File: src/rtl/leading_zeros_decoder_if.sv
`default_nettype none
// ============================================================================
// Module      : leading_zeros_decoder_if
// Description : Input/output valid-ready bundle for the leading-zero reducer.
// Revision    : 1.0 - initial release
// ============================================================================
interface leading_zeros_decoder_if #(
    parameter int DATA_WIDTH = 32
);
    localparam int CNT_W = $clog2(DATA_WIDTH) + 1;

    logic                  in_valid;
    logic                  in_ready;
    logic [DATA_WIDTH-1:0] in_data;
    logic [DATA_WIDTH-1:0] in_enc;
    logic                  out_valid;
    logic                  out_ready;
    logic [CNT_W-1:0]      lz_count;
    logic                  all_zero;
    logic [DATA_WIDTH-1:0] norm_data;

    modport master (
        output in_valid, in_data, in_enc, out_ready,
        input  in_ready, out_valid, lz_count, all_zero, norm_data
    );

    modport slave (
        input  in_valid, in_data, in_enc, out_ready,
        output in_ready, out_valid, lz_count, all_zero, norm_data
    );
endinterface
`default_nettype wire

File: src/rtl/leading_zeros_decoder.sv
`default_nettype none
// ============================================================================
// Module      : leading_zeros_decoder
// Description : Pipelined merge tree reducing pair leading-zero codes to one
//               count; LZD_NORMALIZE_EN adds a registered normalizing shifter.
// Revision    : 1.0 - initial release
// ============================================================================
module leading_zeros_decoder #(
    parameter int DATA_WIDTH = 32
) (
    input  logic                     clk,
    input  logic                     rst_n,
    leading_zeros_decoder_if.slave   bus
);
    localparam int CNT_W = $clog2(DATA_WIDTH) + 1;
    localparam int LVL   = $clog2(DATA_WIDTH) - 1;
    localparam int NP    = DATA_WIDTH / 2;

    logic                  w_adv;
    logic                  w_out_vld;
    logic                  w_fin_vld;
    logic [CNT_W-1:0]      w_fin_grp;
    logic [NP-1:0][1:0]    w_l0;

    // Global stall: every stage moves together, only when the output can drain.
    assign w_adv        = !w_out_vld || bus.out_ready;
    assign bus.in_ready = w_adv;

    // Illegal pair code 2'b11 is folded onto 2'b00 (top bit set).
    for (genvar p = 0; p < NP; p++) begin : g_pair
        assign w_l0[p] = (bus.in_enc[2*p+1 -: 2] == 2'b11) ? 2'b00 : bus.in_enc[2*p+1 -: 2];
    end

    for (genvar j = 1; j <= LVL; j++) begin : g_lvl
        localparam int W = j + 2;
        localparam int G = DATA_WIDTH >> (j + 1);

        logic [2*G-1:0][W-2:0] w_prev;
        logic [G-1:0][W-1:0]   w_nxt;
        logic                  w_prev_vld;
        logic [G-1:0][W-1:0]   r_grp;
        logic                  r_vld;

        if (j == 1) begin : g_src
            assign w_prev     = w_l0;
            assign w_prev_vld = bus.in_valid;
        end else begin : g_src
            assign w_prev     = g_lvl[j-1].r_grp;
            assign w_prev_vld = g_lvl[j-1].r_vld;
        end

        for (genvar g = 0; g < G; g++) begin : g_mrg
            logic [W-2:0] w_hi;
            logic [W-2:0] w_lo;
            assign w_hi = w_prev[2*g+1];
            assign w_lo = w_prev[2*g];
            assign w_nxt[g] = !w_hi[W-2] ? {2'b00, w_hi[W-3:0]} :
                              !w_lo[W-2] ? {2'b01, w_lo[W-3:0]} :
                                           {1'b1, {(W-1){1'b0}}};
        end

        always_ff @(posedge clk or negedge rst_n) begin
            if (!rst_n) begin
                r_grp <= '0;
                r_vld <= 1'b0;
            end else if (w_adv) begin
                r_grp <= w_nxt;
                r_vld <= w_prev_vld;
            end
        end

`ifdef LZD_NORMALIZE_EN
        logic [DATA_WIDTH-1:0] w_prev_data;
        logic [DATA_WIDTH-1:0] r_data;

        if (j == 1) begin : g_dsrc
            assign w_prev_data = bus.in_data;
        end else begin : g_dsrc
            assign w_prev_data = g_lvl[j-1].r_data;
        end

        always_ff @(posedge clk or negedge rst_n) begin
            if (!rst_n) begin
                r_data <= '0;
            end else if (w_adv) begin
                r_data <= w_prev_data;
            end
        end
`endif
    end

    assign w_fin_vld = g_lvl[LVL].r_vld;
    assign w_fin_grp = g_lvl[LVL].r_grp[0];

`ifdef LZD_NORMALIZE_EN
    logic                  r_out_vld;
    logic [CNT_W-1:0]      r_cnt;
    logic                  r_az;
    logic [DATA_WIDTH-1:0] r_norm;

    // {Z, C} of the final group is the count itself, so Z=1 reads as DATA_WIDTH.
    always_ff @(posedge clk or negedge rst_n) begin
        if (!rst_n) begin
            r_out_vld <= 1'b0;
            r_cnt     <= '0;
            r_az      <= 1'b0;
            r_norm    <= '0;
        end else if (w_adv) begin
            r_out_vld <= w_fin_vld;
            r_cnt     <= w_fin_grp;
            r_az      <= w_fin_grp[CNT_W-1];
            r_norm    <= w_fin_grp[CNT_W-1] ? '0 : (g_lvl[LVL].r_data << w_fin_grp);
        end
    end

    assign w_out_vld     = r_out_vld;
    assign bus.out_valid = r_out_vld;
    assign bus.lz_count  = r_cnt;
    assign bus.all_zero  = r_az;
    assign bus.norm_data = r_norm;
`else
    assign w_out_vld     = w_fin_vld;
    assign bus.out_valid = w_fin_vld;
    assign bus.lz_count  = w_fin_grp;
    assign bus.all_zero  = w_fin_grp[CNT_W-1];
    assign bus.norm_data = '0;
`endif

endmodule
`default_nettype wire
File: src/flat_wrapper.sv
// flat-port wrapper written by rule: the top's interface ports become plain ports
module leading_zeros_decoder_flat 
#(
    parameter int DATA_WIDTH = 32
)
  (clk, rst_n, bus_in_valid, bus_in_data, bus_in_enc, bus_out_ready, bus_in_ready, bus_out_valid, bus_lz_count, bus_all_zero, bus_norm_data);
  leading_zeros_decoder_if #(.DATA_WIDTH(DATA_WIDTH)) bus_i ();
  input  logic clk;
  input  logic rst_n;
  input wire logic [$bits(bus_i.in_valid)-1:0] bus_in_valid;
  input wire logic [$bits(bus_i.in_data)-1:0] bus_in_data;
  input wire logic [$bits(bus_i.in_enc)-1:0] bus_in_enc;
  input wire logic [$bits(bus_i.out_ready)-1:0] bus_out_ready;
  output wire logic [$bits(bus_i.in_ready)-1:0] bus_in_ready;
  output wire logic [$bits(bus_i.out_valid)-1:0] bus_out_valid;
  output wire logic [$bits(bus_i.lz_count)-1:0] bus_lz_count;
  output wire logic [$bits(bus_i.all_zero)-1:0] bus_all_zero;
  output wire logic [$bits(bus_i.norm_data)-1:0] bus_norm_data;
  assign bus_i.in_valid = bus_in_valid;
  assign bus_i.in_data = bus_in_data;
  assign bus_i.in_enc = bus_in_enc;
  assign bus_i.out_ready = bus_out_ready;
  assign bus_in_ready = bus_i.in_ready;
  assign bus_out_valid = bus_i.out_valid;
  assign bus_lz_count = bus_i.lz_count;
  assign bus_all_zero = bus_i.all_zero;
  assign bus_norm_data = bus_i.norm_data;
  leading_zeros_decoder #(.DATA_WIDTH(DATA_WIDTH)) u_core (.clk(clk), .rst_n(rst_n), .bus(bus_i));
endmodule
File: config.mk
export PLATFORM = sky130hd
export DESIGN_NAME = leading_zeros_decoder_flat
export DESIGN_NICKNAME = d
export VERILOG_FILES = /design/src/rtl/leading_zeros_decoder_if.sv /design/src/rtl/leading_zeros_decoder.sv /design/src/flat_wrapper.sv
export SDC_FILE = /design/constraint.sdc
export NUM_CORES = 1
export LEC_CHECK = 0
export CORE_AREA = 4 4 108 100
export DETAILED_ROUTE_END_ITERATION = 6
export DIE_AREA = 0 0 112 104
export GPL_ROUTABILITY_DRIVEN = 0
export PLACE_DENSITY = 0.65
export SLEW_MARGIN = 20
export SYNTH_ARGS = -nofsm -noshare
export SYNTH_HDL_FRONTEND = slang
export SYNTH_SLANG_ARGS = --single-unit
File: constraint.sdc
create_clock -name clk -period 1.9 [get_ports clk]
set_input_delay 0.38 -clock clk [delete_from_list [all_inputs] [get_ports clk]]
set_output_delay 0.38 -clock clk [all_outputs]
set_load 0.03 [all_outputs]
; ---- After elaboration in Yosys (flattened, before gate mapping)
; Cells that the tools add are included.
[word_totals]
romBits = 0
ram_bits = 0
memories = 0
word_cells = 83
out_inout_bits = 41
input_bits = 68
reg_bits = 60
latchBits = 0
[classes]
eq_ne = 16
n_bitwise = 0
order_cmp = 0
n_mux = 46
addsub = 0
div_mod_pow = 0
n_mul = 0
n_shift = 0
n_reduce_logical = 2
[op_table]
columns = op, n
row1 = $mux W3, 16
row2 = $eq A2 B2 Y1 const B, 16
row3 = $mux W2, 16
row4 = $mux W4, 8
row5 = $mux W5, 4
row6 = $mux W6, 2
row7 = $logic_not A1 Y1, 1
row8 = $logic_or A1 B1 Y1, 1

; ---- Depth between registers and ports, before layout
[logic_depth]
depth_word = 4
ltp_mapped = 6
depth_no_buf = 3

; ---- Worst setup path before layout
; OpenSTA, ideal clock, no wires.
[synth_path]
path_kind = register to output
from = reg u_core.g_lvl[4].r_vld (netlist: u_core.bus.out_valid)
to = out bus_in_ready
t_required_ns = 1.520
path_stages_with_launch = 6
setup_slack_ns = 0.292
arrival_ns = 1.228
n_path_buf = 3
cell_sequence = dfrtp_1 nor2b_1 buf_4 inv_4 buf_6 buf_6
[synth_via]
elab_chain_len = 2
[synth_lines]
columns = element, line_no
row1 = from (decl), leading_zeros_decoder.sv:42  ; logic r_vld;
row2 = from (signal assigned), leading_zeros_decoder.sv:68  ; r_vld <= w_prev_vld;
row3 = $logic_not A1 Y1, leading_zeros_decoder.sv:26  ; assign w_adv = !w_out_vld || bus.out_ready;
row4 = $logic_or A1 B1 Y1, leading_zeros_decoder.sv:26
row5 = to (decl), flat_wrapper.sv:14  ; output wire logic [$bits(bus_i.in_ready)-1:0] bus_in_ready;
; Every way passes these cells.

; ---- Final worst setup path
[layout_path]
from = in bus_out_ready
to = out bus_in_ready
[layout_via]
elab_chain_len = 1
[layout_lines]
columns = element, line_no
row1 = from (decl), flat_wrapper.sv:13  ; input wire logic [$bits(bus_i.out_ready)-1:0] bus_out_ready;
row2 = $logic_or A1 B1 Y1, leading_zeros_decoder.sv:26
; Every way passes these cells.

==> metrics.md <==
| Metric | Value |
|---|---|
| Grt ovf | 0 |
| Final min period | 1.843 ns |
| WL/cell | 13.35 µm |
| Worst-margin pin slew | 0.5203 ns |
| Die Width | 112 µm |
| Leak | 1.642 nW |
| FF-to-FF End | u_core.g_lvl[2].g_mrg[0].w_lo[2]$_DFFE_PN0P_ |
| Syn Area/Cell | 10.87 µm² |
| Synth area leader | dfrtp_1 |
| CP Class | input port to output pin |
| Largest net degree at the start of global routing | 61 |
| DRC violations left | 0 |
| Hold WC Path Type | input port to asynchronous set/reset pin |
| Buffers on Ports | 44 |
| Clock sink count | 60 |
| R2r setup slk | 0.22 ns |
| TNS Setup | 0 ns |
| Slew margin rel. | 65.31% |
| IR drop worst, VDD | 0.0003579 V |
| Final setup vio count | 0 |
| Layout Skew | 0.004879 ns |
| DR pass1 iterations | 4 |
| Share of cells above drive strength 1 | 11.65% |
| Worst Setup SP | bus_out_ready |
| First-pass GRT wire length | 10410 µm |
| Antenna violations before repair | 0 |
| Vias per cell | 4.795 |
| Post-synthesis sequential area ratio | 45.44% |
| DR vias | 2292 |
| FILL cells | 936 |
| All-Layer GR Usage | 10.79% |
| DR iter-0 viols | 88 |
| Pwr dens | 1037 mW/mm² |
| H-tree depth | 3 |
| Number of nets with antenna violations after routing | 0 |
| Top cell type's share of synthesized area | 45.44% |
| Status | finished, final reports clean |
| Nets | 415 |
| DIE AREA | 0.01165 mm² |
| Fmax | 542.6 MHz |
| Area growth syn-to-layout | 18.25% |
| Vias in the first global route | 2168 |
| Tcrit/Tclk final | 97.00% |
| Drt total wl | 6381 µm |
| Reg2reg start | u_core.bus.out_valid$_DFFE_PN0P_ |
| RSZ-0062 raised after global routing | no |
| Cts bufs inserted | 9 |
| Clock slew at reported path FFs | 0.06 ns |
| Clock buffer depth | 2 |
| CTS hold repair buffers | 0 |
| Startpoint Class | input port |
| IO Pins | 109 |
| Clock root cell | clkbuf_8 |
| Max-cap violations | 0 |
| #FFs+latches synth | 60 |
| Slew Viols, Final | 0 |
| Synth area leaders | dfrtp_1, buf_4, nand3b_1 |
| Req. time, crit path | 1.52 ns |
| DP HPWL | 4157 µm |
| Clk Latency, worst-skew pair | 0.32 ns |
| Worst Setup End Kind | output pin |
| Syn. warnings | 0 |
| Die height | 104 µm |
| Starting Density | 34.52% |
| Power Total | 0.004051 W |
| Core ar. | 0.009572 mm² |
| Synthesized cell area | 0.003304 mm² |
| Worst r2r path cells | 5 |
| Hold Fails Final Rpt | 0 |
| Synthesized instance count | 304 |
| Ant. Diodes | 0 |
| Post-CTS Repair Setup Buffers | 0 |
| CTS tree | built |
| Count of cell types in the netlist | 21 |
| Core Rows | 34 |
| Critical path fanouts, max | 2 |
| Critical Path AT | 1.46 ns |
-- per-stage QoR --
stage / utilization [%] / instance area [µm²] / std cells / hold slack (ns) / worst slack, ns
final: 40.82 / 3908 / 478 / 0.05822 / 0.05706
after detailed placement: 39.10 / 3742 / 462 / 0.4120 / -0.2499
after floorplan: - / 3421 / 335 / 0.08441 / 0.2922
after global routing: 40.82 / 3908 / 478 / 0.08882 / 0.003411
after global placement: 39.10 / 3742 / 462 / 0.4242 / -0.2655
after CTS: 40.81 / 3906 / 478 / 0.06715 / 0.01262
-- cells in the mapped netlist --
library cell  instances
nand3b_1             33
or4bb_1               8
inv_1                 8
nor2b_1              16
mux2_4               10
o21ai_0               7
buf_2                 1
buf_4                34
buf_6                 4
clkbuf_1              9
dfrtp_1              60
inv_4                 1
buf_1                 2
nor4bb_1              8
mux2_2                8
nand2_1               7
nand2b_1             27
conb_1                1
o41ai_1               8
nor3b_1              26
a31oi_1              26
-- flip-flops by register name, summed over array words and instances, names as in the netlist --
signal and count:
u_core.bus.lz_count 6, u_core.bus.out_valid 1, u_core.g_lvl.g_mrg.w_hi 25, u_core.g_lvl.g_mrg.w_lo 25
u_core.g_lvl.r_vld 3
-- placed cells by master, fill, tap and decap left out, types with 2 or more instances in the layout --
master / Yosys / layout
dfrtp_1: 60 / 60
clkdlybuf4s50_1: 0 / 41
nand3b_1: 33 / 33
conb_1: 1 / 32
nand2b_1: 27 / 27
nor3b_1: 26 / 26
a31oi_1: 26 / 26
nor2b_1: 16 / 15
mux2_4: 10 / 10
clkbuf_8: 0 / 10
inv_1: 8 / 8
o41ai_1: 8 / 8
or4bb_1: 8 / 8
nor4bb_1: 8 / 8
mux2_2: 8 / 8
nand2_1: 7 / 7
o21ai_0: 7 / 7
buf_4: 34 / 6
clkbuf_1: 9 / 4
clkinv_2: 0 / 2
buf_12: 0 / 2
-- how the worst max path moves through the flow --
| stage | end | slack, ns |
|---|---|---|
| after floorplan | bus_in_ready | 0.29 |
| after global placement | bus_in_ready | -0.27 |
| after detailed placement | bus_in_ready | -0.25 |
| after CTS | bus_in_ready | 0.01 |
| after global routing | bus_in_ready | 0.003 |
| final | bus_in_ready | 0.06 |
-- cell families (layout without fill, tap and decap cells) --
group / Yosys count / after routing / share of synthesized area, %
compound gates: 41 / 41 / 8.103
buf+inv: 59 / 76 / 11.59
flops: 60 / 60 / 45.44
mux: 18 / 18 / 7.270
other cells: 1 / 32 / 0.1135
simple gates: 125 / 125 / 27.49
-- per-layer routing --
layer | track usage (%) | share of wire, % | up-vias
li1 | - | - | 1111
met1 | 14.00 | 47 | 1121
met2 | 17.38 | 47 | 51
met3 | 2.501 | 4.7 | 9
met4 | 4.378 | 1.3 | 0
met5 | 0 | 0 | -
-- critical path, stage by stage --
cell and delay [ns]:
clkdlybuf4s50_1 0.44, nor2b_2 0.17, buf_12 0.12, inv_4 0.03
clkdlybuf4s15_1 0.33
-- where the power goes --
group	leakage (nW)	internal [W]	switching, W
clock network	0.0844	0.000507	0.000452
logic	0.791	0.000593	0.000704
registers	0.767	0.00160	0.000194
total	1.64	0.00270	0.00135
-- repair_timing --
action | 4_1_cts | 5_1_grt
hold endpoints to repair | 0 | 0
endpoints found under the setup margin | 1 | 1
gates resized for setup | 2 | 1
-- area by class of cell --
type | count | area (µm²) | area share [%]
Tap cell | 126 | 157.7 | 4.035
Clock buffer | 14 | 152.6 | 3.906
Timing Repair Buffer | 51 | 510.5 | 13.06
Multi-Input combinational cell | 216 | 1539 | 39.39
Clock inverter | 2 | 10.01 | 0.2562
Sequential cell | 60 | 1501 | 38.42
Inverter | 9 | 36.28 | 0.9286
Power figures use the tool's default switching activity.
